**src/rtl/block_note_sequencer.sv**
```systemverilog
// Latches a block of up to MAX_NOTES note codes and plays them out serially, each held for dur cycles.
// Optional feature: define NOTE_REST_GAP_EN to insert GAP_CYCLES rest cycles between consecutive notes.
module block_note_sequencer #(
  parameter int MAX_NOTES  = 4,
  parameter int NOTE_W     = 16,
  parameter int DUR_W      = 8,
  parameter int GAP_CYCLES = 2
) (
  input  logic                             clk,
  input  logic                             rst,
  input  logic                             load,
  input  logic [$clog2(MAX_NOTES+1)-1:0]   block_size,
  input  logic [MAX_NOTES*NOTE_W-1:0]      notes_in,
  input  logic [DUR_W-1:0]                 dur,
  output logic                             ready,
  output logic [MAX_NOTES*NOTE_W-1:0]      note_bus,
  output logic [NOTE_W-1:0]                play_note,
  output logic                             play_valid,
  output logic [$clog2(MAX_NOTES)-1:0]     play_idx,
  output logic                             done
);

  localparam int BS_W  = $clog2(MAX_NOTES + 1);
  localparam int IDX_W = $clog2(MAX_NOTES);

  if (GAP_CYCLES < 0) begin : g_gap_check
    $error("GAP_CYCLES must be non-negative");
  end

`ifdef NOTE_REST_GAP_EN
  localparam int GAP_W = (GAP_CYCLES > 1) ? $clog2(GAP_CYCLES + 1) : 1;
  typedef enum logic [1:0] {IDLE, PLAY, GAP} state_t;
`else
  typedef enum logic [1:0] {IDLE, PLAY} state_t;
`endif

  state_t              state_reg, state_next;
  logic [IDX_W-1:0]    idx_reg, idx_next;
  logic [DUR_W-1:0]    cnt_reg, cnt_next;
  logic [DUR_W-1:0]    dur_reg, dur_next;
  logic [BS_W-1:0]     n_reg, n_next;
  logic                done_reg, done_next;
  logic [NOTE_W-1:0]   notes_reg  [MAX_NOTES];
  logic [NOTE_W-1:0]   notes_next [MAX_NOTES];
`ifdef NOTE_REST_GAP_EN
  logic [GAP_W-1:0]    gap_cnt_reg, gap_cnt_next;
`endif

  logic                accept;
  logic [BS_W-1:0]     n_clamped;
  logic [DUR_W-1:0]    dur_eff;
  logic [BS_W-1:0]     idx_ext;
  logic                last_note;

  assign accept    = load && (state_reg == IDLE);
  assign n_clamped = (block_size > BS_W'(MAX_NOTES)) ? BS_W'(MAX_NOTES) : block_size;
  assign dur_eff   = (dur == '0) ? DUR_W'(1) : dur;
  assign idx_ext   = BS_W'(idx_reg);
  assign last_note = ((idx_ext + BS_W'(1)) == n_reg);

  // Channels beyond the clamped block size are latched as zero so note_bus reads clean.
  genvar gi;
  generate
    for (gi = 0; gi < MAX_NOTES; gi++) begin : g_ch
      assign notes_next[gi] = (BS_W'(gi) < n_clamped) ? notes_in[gi*NOTE_W +: NOTE_W] : '0;
      assign note_bus[gi*NOTE_W +: NOTE_W] = notes_reg[gi];
    end
  endgenerate

  always_ff @(posedge clk or posedge rst) begin
    if (rst) begin
      for (int k = 0; k < MAX_NOTES; k++) notes_reg[k] <= '0;
    end else if (accept) begin
      for (int k = 0; k < MAX_NOTES; k++) notes_reg[k] <= notes_next[k];
    end
  end

  always_ff @(posedge clk or posedge rst) begin
    if (rst) begin
      state_reg   <= IDLE;
      idx_reg     <= '0;
      cnt_reg     <= '0;
      dur_reg     <= '0;
      n_reg       <= '0;
      done_reg    <= 1'b0;
`ifdef NOTE_REST_GAP_EN
      gap_cnt_reg <= '0;
`endif
    end else begin
      state_reg   <= state_next;
      idx_reg     <= idx_next;
      cnt_reg     <= cnt_next;
      dur_reg     <= dur_next;
      n_reg       <= n_next;
      done_reg    <= done_next;
`ifdef NOTE_REST_GAP_EN
      gap_cnt_reg <= gap_cnt_next;
`endif
    end
  end

  always_comb begin
    state_next   = state_reg;
    idx_next     = idx_reg;
    cnt_next     = cnt_reg;
    dur_next     = dur_reg;
    n_next       = n_reg;
    done_next    = 1'b0;
`ifdef NOTE_REST_GAP_EN
    gap_cnt_next = gap_cnt_reg;
`endif
    case (state_reg)
      IDLE: begin
        if (load) begin
          n_next   = n_clamped;
          dur_next = dur_eff;
          idx_next = '0;
          if (n_clamped != '0) begin
            state_next = PLAY;
            cnt_next   = dur_eff;
          end else begin
            // An empty block completes immediately.
            done_next = 1'b1;
          end
        end
      end
      PLAY: begin
        if (cnt_reg == DUR_W'(1)) begin
          if (last_note) begin
            state_next = IDLE;
            idx_next   = '0;
            cnt_next   = '0;
            done_next  = 1'b1;
          end else begin
            idx_next = idx_reg + IDX_W'(1);
`ifdef NOTE_REST_GAP_EN
            if (GAP_CYCLES > 0) begin
              state_next   = GAP;
              gap_cnt_next = GAP_W'(GAP_CYCLES);
              cnt_next     = '0;
            end else begin
              cnt_next = dur_reg;
            end
`else
            cnt_next = dur_reg;
`endif
          end
        end else begin
          cnt_next = cnt_reg - DUR_W'(1);
        end
      end
`ifdef NOTE_REST_GAP_EN
      GAP: begin
        if (gap_cnt_reg == GAP_W'(1)) begin
          state_next   = PLAY;
          cnt_next     = dur_reg;
          gap_cnt_next = '0;
        end else begin
          gap_cnt_next = gap_cnt_reg - GAP_W'(1);
        end
      end
`endif
      default: state_next = IDLE;
    endcase
  end

  assign ready      = (state_reg == IDLE);
  assign play_valid = (state_reg == PLAY);
  assign play_note  = play_valid ? notes_reg[idx_reg] : '0;
  assign play_idx   = idx_reg;
  assign done       = done_reg;

endmodule
```
**config.mk**
```make
export PLATFORM = sky130hd
export DESIGN_NAME = block_note_sequencer
export DESIGN_NICKNAME = d
export VERILOG_FILES = /design/src/rtl/block_note_sequencer.sv
export SDC_FILE = /design/constraint.sdc
export NUM_CORES = 1
export LEC_CHECK = 0
export ABC_AREA = 0
export CORE_ASPECT_RATIO = 0.6
export CORE_MARGIN = 5
export CORE_UTILIZATION = 39
export DETAILED_ROUTE_END_ITERATION = 8
export GPL_TIMING_DRIVEN = 0
export PLACE_DENSITY = 0.87
export SYNTH_ARGS = -nofsm -noshare
export SYNTH_HDL_FRONTEND = slang
export SYNTH_SLANG_ARGS = --single-unit
export TNS_END_PERCENT = 100
```
**constraint.sdc**
```tcl
create_clock -name clk -period 3 [get_ports clk]
set_input_delay 0.6 -clock clk [delete_from_list [all_inputs] [get_ports clk]]
set_output_delay 0.6 -clock clk [all_outputs]
set_load 0.005 [all_outputs]
```
# --- Yosys cells after proc, flatten, opt, wreduce, memory -nomap -nowiden ---
# Cells that the tools add are included.
word_totals:
  ff_bits: 88
  input_bits: 78
  output_inout_bits: 85
  word_cells: 65
classes:
  n_addsub: 3
  order_cmp: 6
  eq_ne: 7
  n_mux: 29
  n_bitwise: 1
  n_reduce_logical: 9
ops:
  columns: ["op", "count"]
  rows:
  - ["16-bit two-way mux", 7]
  - ["8-bit two-way mux", 5]
  - ["16-bit binary-select mux with 2-bit select", 1]
  - ["8-bit case mux with 2 select lines", 1]
  - ["2-bit two-way mux", 7]
  - ["8-bit by 1-bit == test with 1-bit output, second input constant", 1]
  - ["8-bit logical NOT", 1]
  - ["2-bit case mux with 2 select lines", 2]
  - ["8-bit by 1-bit subtractor with 8-bit output, second input constant", 1]
  - ["1-bit by 3-bit less-than comparator with 1-bit output, first input constant", 2]
  - ["2-bit by 3-bit less-than comparator with 1-bit output, first input constant", 2]
  - ["2-bit by 1-bit inequality test with 1-bit output, second input constant", 3]
  - ["3-bit AND reduction", 2]
  - ["1-bit two-way mux", 4]
  - ["4-bit AND reduction", 1]
  - ["2-bit by 1-bit adder with 3-bit output, second input constant", 1]
  - ["3-bit == test", 1]
  - ["3-bit >= comparator, second input constant", 1]
  - ["3-bit greater-than comparator, second input constant", 1]
  - ["3-bit two-way mux", 1]
  - ["2-bit inverter with 3-bit output", 1]
  - ["3-bit nonzero test", 1]
  - ["2-bit by 1-bit adder with 2-bit output, second input constant", 1]
  - ["2-bit by 1-bit == test with 1-bit output, second input constant", 1]
  - ["other kinds (6)", 6]

# --- Longest topological paths before layout ---
depth:
  depth_word: 6
  depth_mapped: 7

# --- Worst setup path after synthesis ---
# OpenSTA, ideal clock, no wires.
synth_timing:
  path_kind: "flip-flop to output port"
  startpoint: "register idx_reg[0], in the netlist play_idx[0]"
  endpoint: "output port play_note[13]"
  t_arrival_ps: 1472
  required_time_ps: 2400
  setup_slack_ps: 928
  stages_incl_launch_ff: 5
  cell_sequence: "dfrtp_1 buf_4 buf_2 mux4_2 and2_1"
synth_via:
  elab_chain_cells: 5
synth_lines:
  columns: ["item", "line", "text"]
  rows:
  - ["start, declared", "38", "logic [IDX_W-1:0] idx_reg, idx_next;"]
  - ["start signal, assigned", "91", "idx_reg <= idx_next;"]
  - ["2-bit inverter with 3-bit output (implied by the code)", "169", "assign play_note = play_valid ? notes_reg[idx_reg] : '0;"]
  - ["16-bit binary-select mux with 2-bit select", "169", null]
  - ["16-bit two-way mux (implied by the code) (2 in a row)", "169", null]
  - ["16-bit two-way mux", "169", null]
  - ["end, declared", "17", "output logic [NOTE_W-1:0] play_note,"]
# No other way between the ends. The select of a mux whose other input is x is not followed.

# --- Worst setup path in the final report ---
# Ends and elaborated chain as after synthesis.

==> impl_metrics.env <==
export IMPL_ir_drop_mv=0.486
export IMPL_grt_antenna_before_repair=0
export IMPL_setup_viol=0
export IMPL_r2r_end="note_bus[40]"
export IMPL_clockBufferDepth=2
export IMPL_die_w_um=142
export IMPL_antenna_cells=0
export IMPL_rows=29
export IMPL_path_cells="buf_6 -> buf_6 -> mux4_2 -> and2_1 -> clkdlybuf4s50_1"
export IMPL_status="finished, final reports clean"
export IMPL_wl_um=14600
export IMPL_synth_edff_count=0
export IMPL_netlist_area_um2=4100
export IMPL_cpMostUsedCell="buf_6"
export IMPL_drive_above_1_share=0.0784
export IMPL_hpwl_um=10900
export IMPL_detail_route_antenna_nets=0
export IMPL_worstSetupPathType="reg2out"
export IMPL_grt_pass1_wl_um=22600
export IMPL_fin_crit_sh=0.958
export IMPL_crit_arrival_ns=2.27
export IMPL_end_kind="output port"
export IMPL_postSynthAreaPerCell_um2=10.4
export IMPL_die_h_um=89.4
export IMPL_dieArea_um2=12700
export IMPL_tritoncts="done"
export IMPL_grt_max_degree=48
export IMPL_fmax_mhz=348
export IMPL_ys_warn_count=0
export IMPL_ys_flop_type="dfrtp_1"
export IMPL_nFillCells=834
export IMPL_worstSetupEndpoint="play_note[13]"
export IMPL_r2r_slack_ns=0.92
export IMPL_start_kind="register"
export IMPL_cap_violations=0
export IMPL_grt_pass1_vias=4022
export IMPL_postCtsSetupBuffers=0
export IMPL_cpPeakStageDelay_ns=0.49
export IMPL_path_max_fanout=10
export IMPL_cts_htree_levels=3
export IMPL_p_leak_nw=2.79
export IMPL_crit_family="buffers and inverters"
export IMPL_drc_errors=0
export IMPL_critPathBufInv=3
export IMPL_tns_ns=0
export IMPL_core_um2=10400
export IMPL_rr_worst_depth=6
export IMPL_synthArstFlopShare=1.00
export IMPL_pwr_share_seq=0.351
export IMPL_ios=163
export IMPL_hp_class="reg2reg"
export IMPL_slew_headroom=0.513
export IMPL_p_sw_frac=0.314
export IMPL_fin_nets=650
export IMPL_syn_to_final_growth_pct=52.9
export IMPL_power_switching_mw=1.91
export IMPL_rr_startpoint="state_reg[0]"
export IMPL_syn_instance_count=395
export IMPL_ys_types=42
export IMPL_critPathLaunch="play_idx[0]"
export IMPL_viasPerCell=5.50
export IMPL_whs_ns=0.490
export IMPL_slew_violations=0
export IMPL_finalHoldViolCount=0
export IMPL_slowest_stage="mux4_2"
export IMPL_tightestPinTransition_ns=0.731
export IMPL_port_buffers=162
export IMPL_root_buffer="clkbuf_16"
export IMPL_syn_num_nets=476
export IMPL_cts_sinks=87
export IMPL_grt_usage=0.234
export IMPL_routabilityCongestion=0.973
export IMPL_numCtsBuffers=9
export IMPL_firstDrtPassIters=5
export IMPL_drt_initial_drc_count=306
export IMPL_seq_area_frac_synth=0.531
export IMPL_clock_latency_ns=0.34
export IMPL_share_comb_of_total_power=0.451
export IMPL_cp_depth=5
export IMPL_critPathRequiredTime_ns=2.40
export IMPL_routedWlPerCell_um=20.4
export IMPL_overflow=0
export IMPL_start_util=0.394
export IMPL_fin_skew_ns=0.00611
export IMPL_clkTransAtPathRegs_ns=0.06
export IMPL_p_int_mw=4.18
export IMPL_timing_final_crit_period_ns=2.87
export IMPL_powerDensity_nw_per_um2=971
export IMPL_ys_ff_latch=87
export IMPL_vias=3918
export IMPL_largest_reg_flops=64
export IMPL_p_clk_frac=0.198
## cell families (layout without fill, tap and decap cells)
family / after synthesis / count (layout) / share of synthesized area
adder cells (fa/ha/maj): 3 / 3 / 0.00915
AND/OR/NAND/NOR: 182 / 182 / 0.206
flip-flops: 87 / 87 / 0.531
XOR/XNOR: 4 / 4 / 0.00854
multiplexers: 17 / 17 / 0.0903
AO/OA/AOI/OAI: 67 / 67 / 0.121
buffers and inverters: 35 / 214 / 0.0342
## placed cells by master (no fill, tap or decap), drive strengths merged, types with 2 or more instances in the layout
master	count
clkbuf	32
a22o	32
inv	7
dfrtp	87
nand2	98
bufinv	2
or3	3
clkdlybuf4s50	162
o22ai	2
buf	8
a41oi	2
and3	4
nand3	38
xnor2	3
nor2	12
a31oi	2
nor3	4
clkinv	2
nand3b	2
o31ai	2
ha	3
a21oi	12
mux4	16
and2	16
o21ai	8
## synthesized netlist by cell type (2+ instances only)
master / number / area share
and3_1: 3 / 0.0046
o31ai_1: 2 / 0.0037
nor3_1: 4 / 0.0049
inv_1: 7 / 0.0064
clkbuf_1: 20 / 0.018
xnor2_1: 3 / 0.0064
o22ai_1: 2 / 0.0030
dfrtp_1: 87 / 0.53
a31oi_1: 2 / 0.0030
nand3b_1: 2 / 0.0037
a21oi_1: 12 / 0.015
mux4_2: 16 / 0.088
a22o_1: 32 / 0.068
buf_1: 3 / 0.0027
or3_1: 3 / 0.0046
nand3_1: 38 / 0.046
and2_1: 16 / 0.024
ha_1: 3 / 0.0092
nand2_1: 98 / 0.090
buf_2: 4 / 0.0049
o21ai_0: 6 / 0.0073
nor2_1: 10 / 0.0092
o21ai_1: 2 / 0.0024
a41oi_1: 2 / 0.0043
## worst reg2reg max path: stages, from the launching register on
cell and delay [ns]:
dfrtp_1 0.46, inv_1 0.11, nand2_1 0.13, nor2_2 0.40
o21a_1 0.40, buf_2 0.33, a22o_1 0.19
## per-stage QoR
stage / instances / instance area [um^2] / power (mW) / setup WS (ns) / utilization
6_report: 713 / 6270 / 6.09 / 0.127 / 0.602
5_1_grt: 713 / 6270 / 6.45 / -0.00167 / 0.602
2_1_floorplan: 395 / 4100 / 3.26 / 0.150 / -
4_1_cts: 713 / 6260 / 6.12 / 0.0123 / 0.602
3_5_place_dp: 697 / 5930 / 4.87 / 0.0110 / 0.569
3_3_place_gp: 696 / 5900 / 4.77 / -1.15 / 0.566
## layer usage
metal,up-vias,wire [um],global-route usage
met4,0,160,0.0475
met2,224,6640,0.380
li1,1748,-,-
met1,1927,6250,0.314
met5,-,0,0
met3,19,1510,0.0775
## how the worst min path moves through the flow
stage / slack [ns] / end / depth (start not counted) / startpoint
detailed placement: 0.47 / dur_reg[1] / 2 / dur_reg[1]
global route: 0.52 / n_reg[1] / 2 / n_reg[1]
global placement: 0.46 / dur_reg[6] / 2 / dur_reg[6]
finish: 0.49 / dur_reg[6] / 2 / dur_reg[6]
CTS: 0.49 / dur_reg[6] / 2 / dur_reg[6]
floorplan: 0.44 / dur_reg[6] / 2 / dur_reg[6]
## power by group through the flow
| stage | Combinational, mW | Sequential [mW] | Clock, mW |
|---|---|---|---|
| 2_1_floorplan | 1.22 | 2.04 | 0 |
| 3_3_place_gp | 2.66 | 2.11 | 0 |
| 3_5_place_dp | 2.73 | 2.14 | 0 |
| 4_1_cts | 2.76 | 2.13 | 1.23 |
| 5_1_grt | 2.97 | 2.21 | 1.28 |
| 6_report | 2.74 | 2.14 | 1.21 |
## final cells by class
class | instances | area (um^2) | share of cell area
Timing Repair Buffer | 163 | 1650 | 0.263
Sequential cell | 87 | 2180 | 0.347
Multi-Input combinational cell | 273 | 1790 | 0.285
Clock buffer | 11 | 243 | 0.0387
Tap cell | 139 | 174 | 0.0277
Buffer | 28 | 133 | 0.0211
Clock inverter | 5 | 81.3 | 0.0130
Inverter | 7 | 28.8 | 0.00459
## what timing repair did
action,CTS,global route
hold endpoints to repair,0,0
setup endpoints to repair,16,9
gates resized for setup,6,2
hold buffers,0,0
No activity file was read; power rests on OpenSTA's default activity.
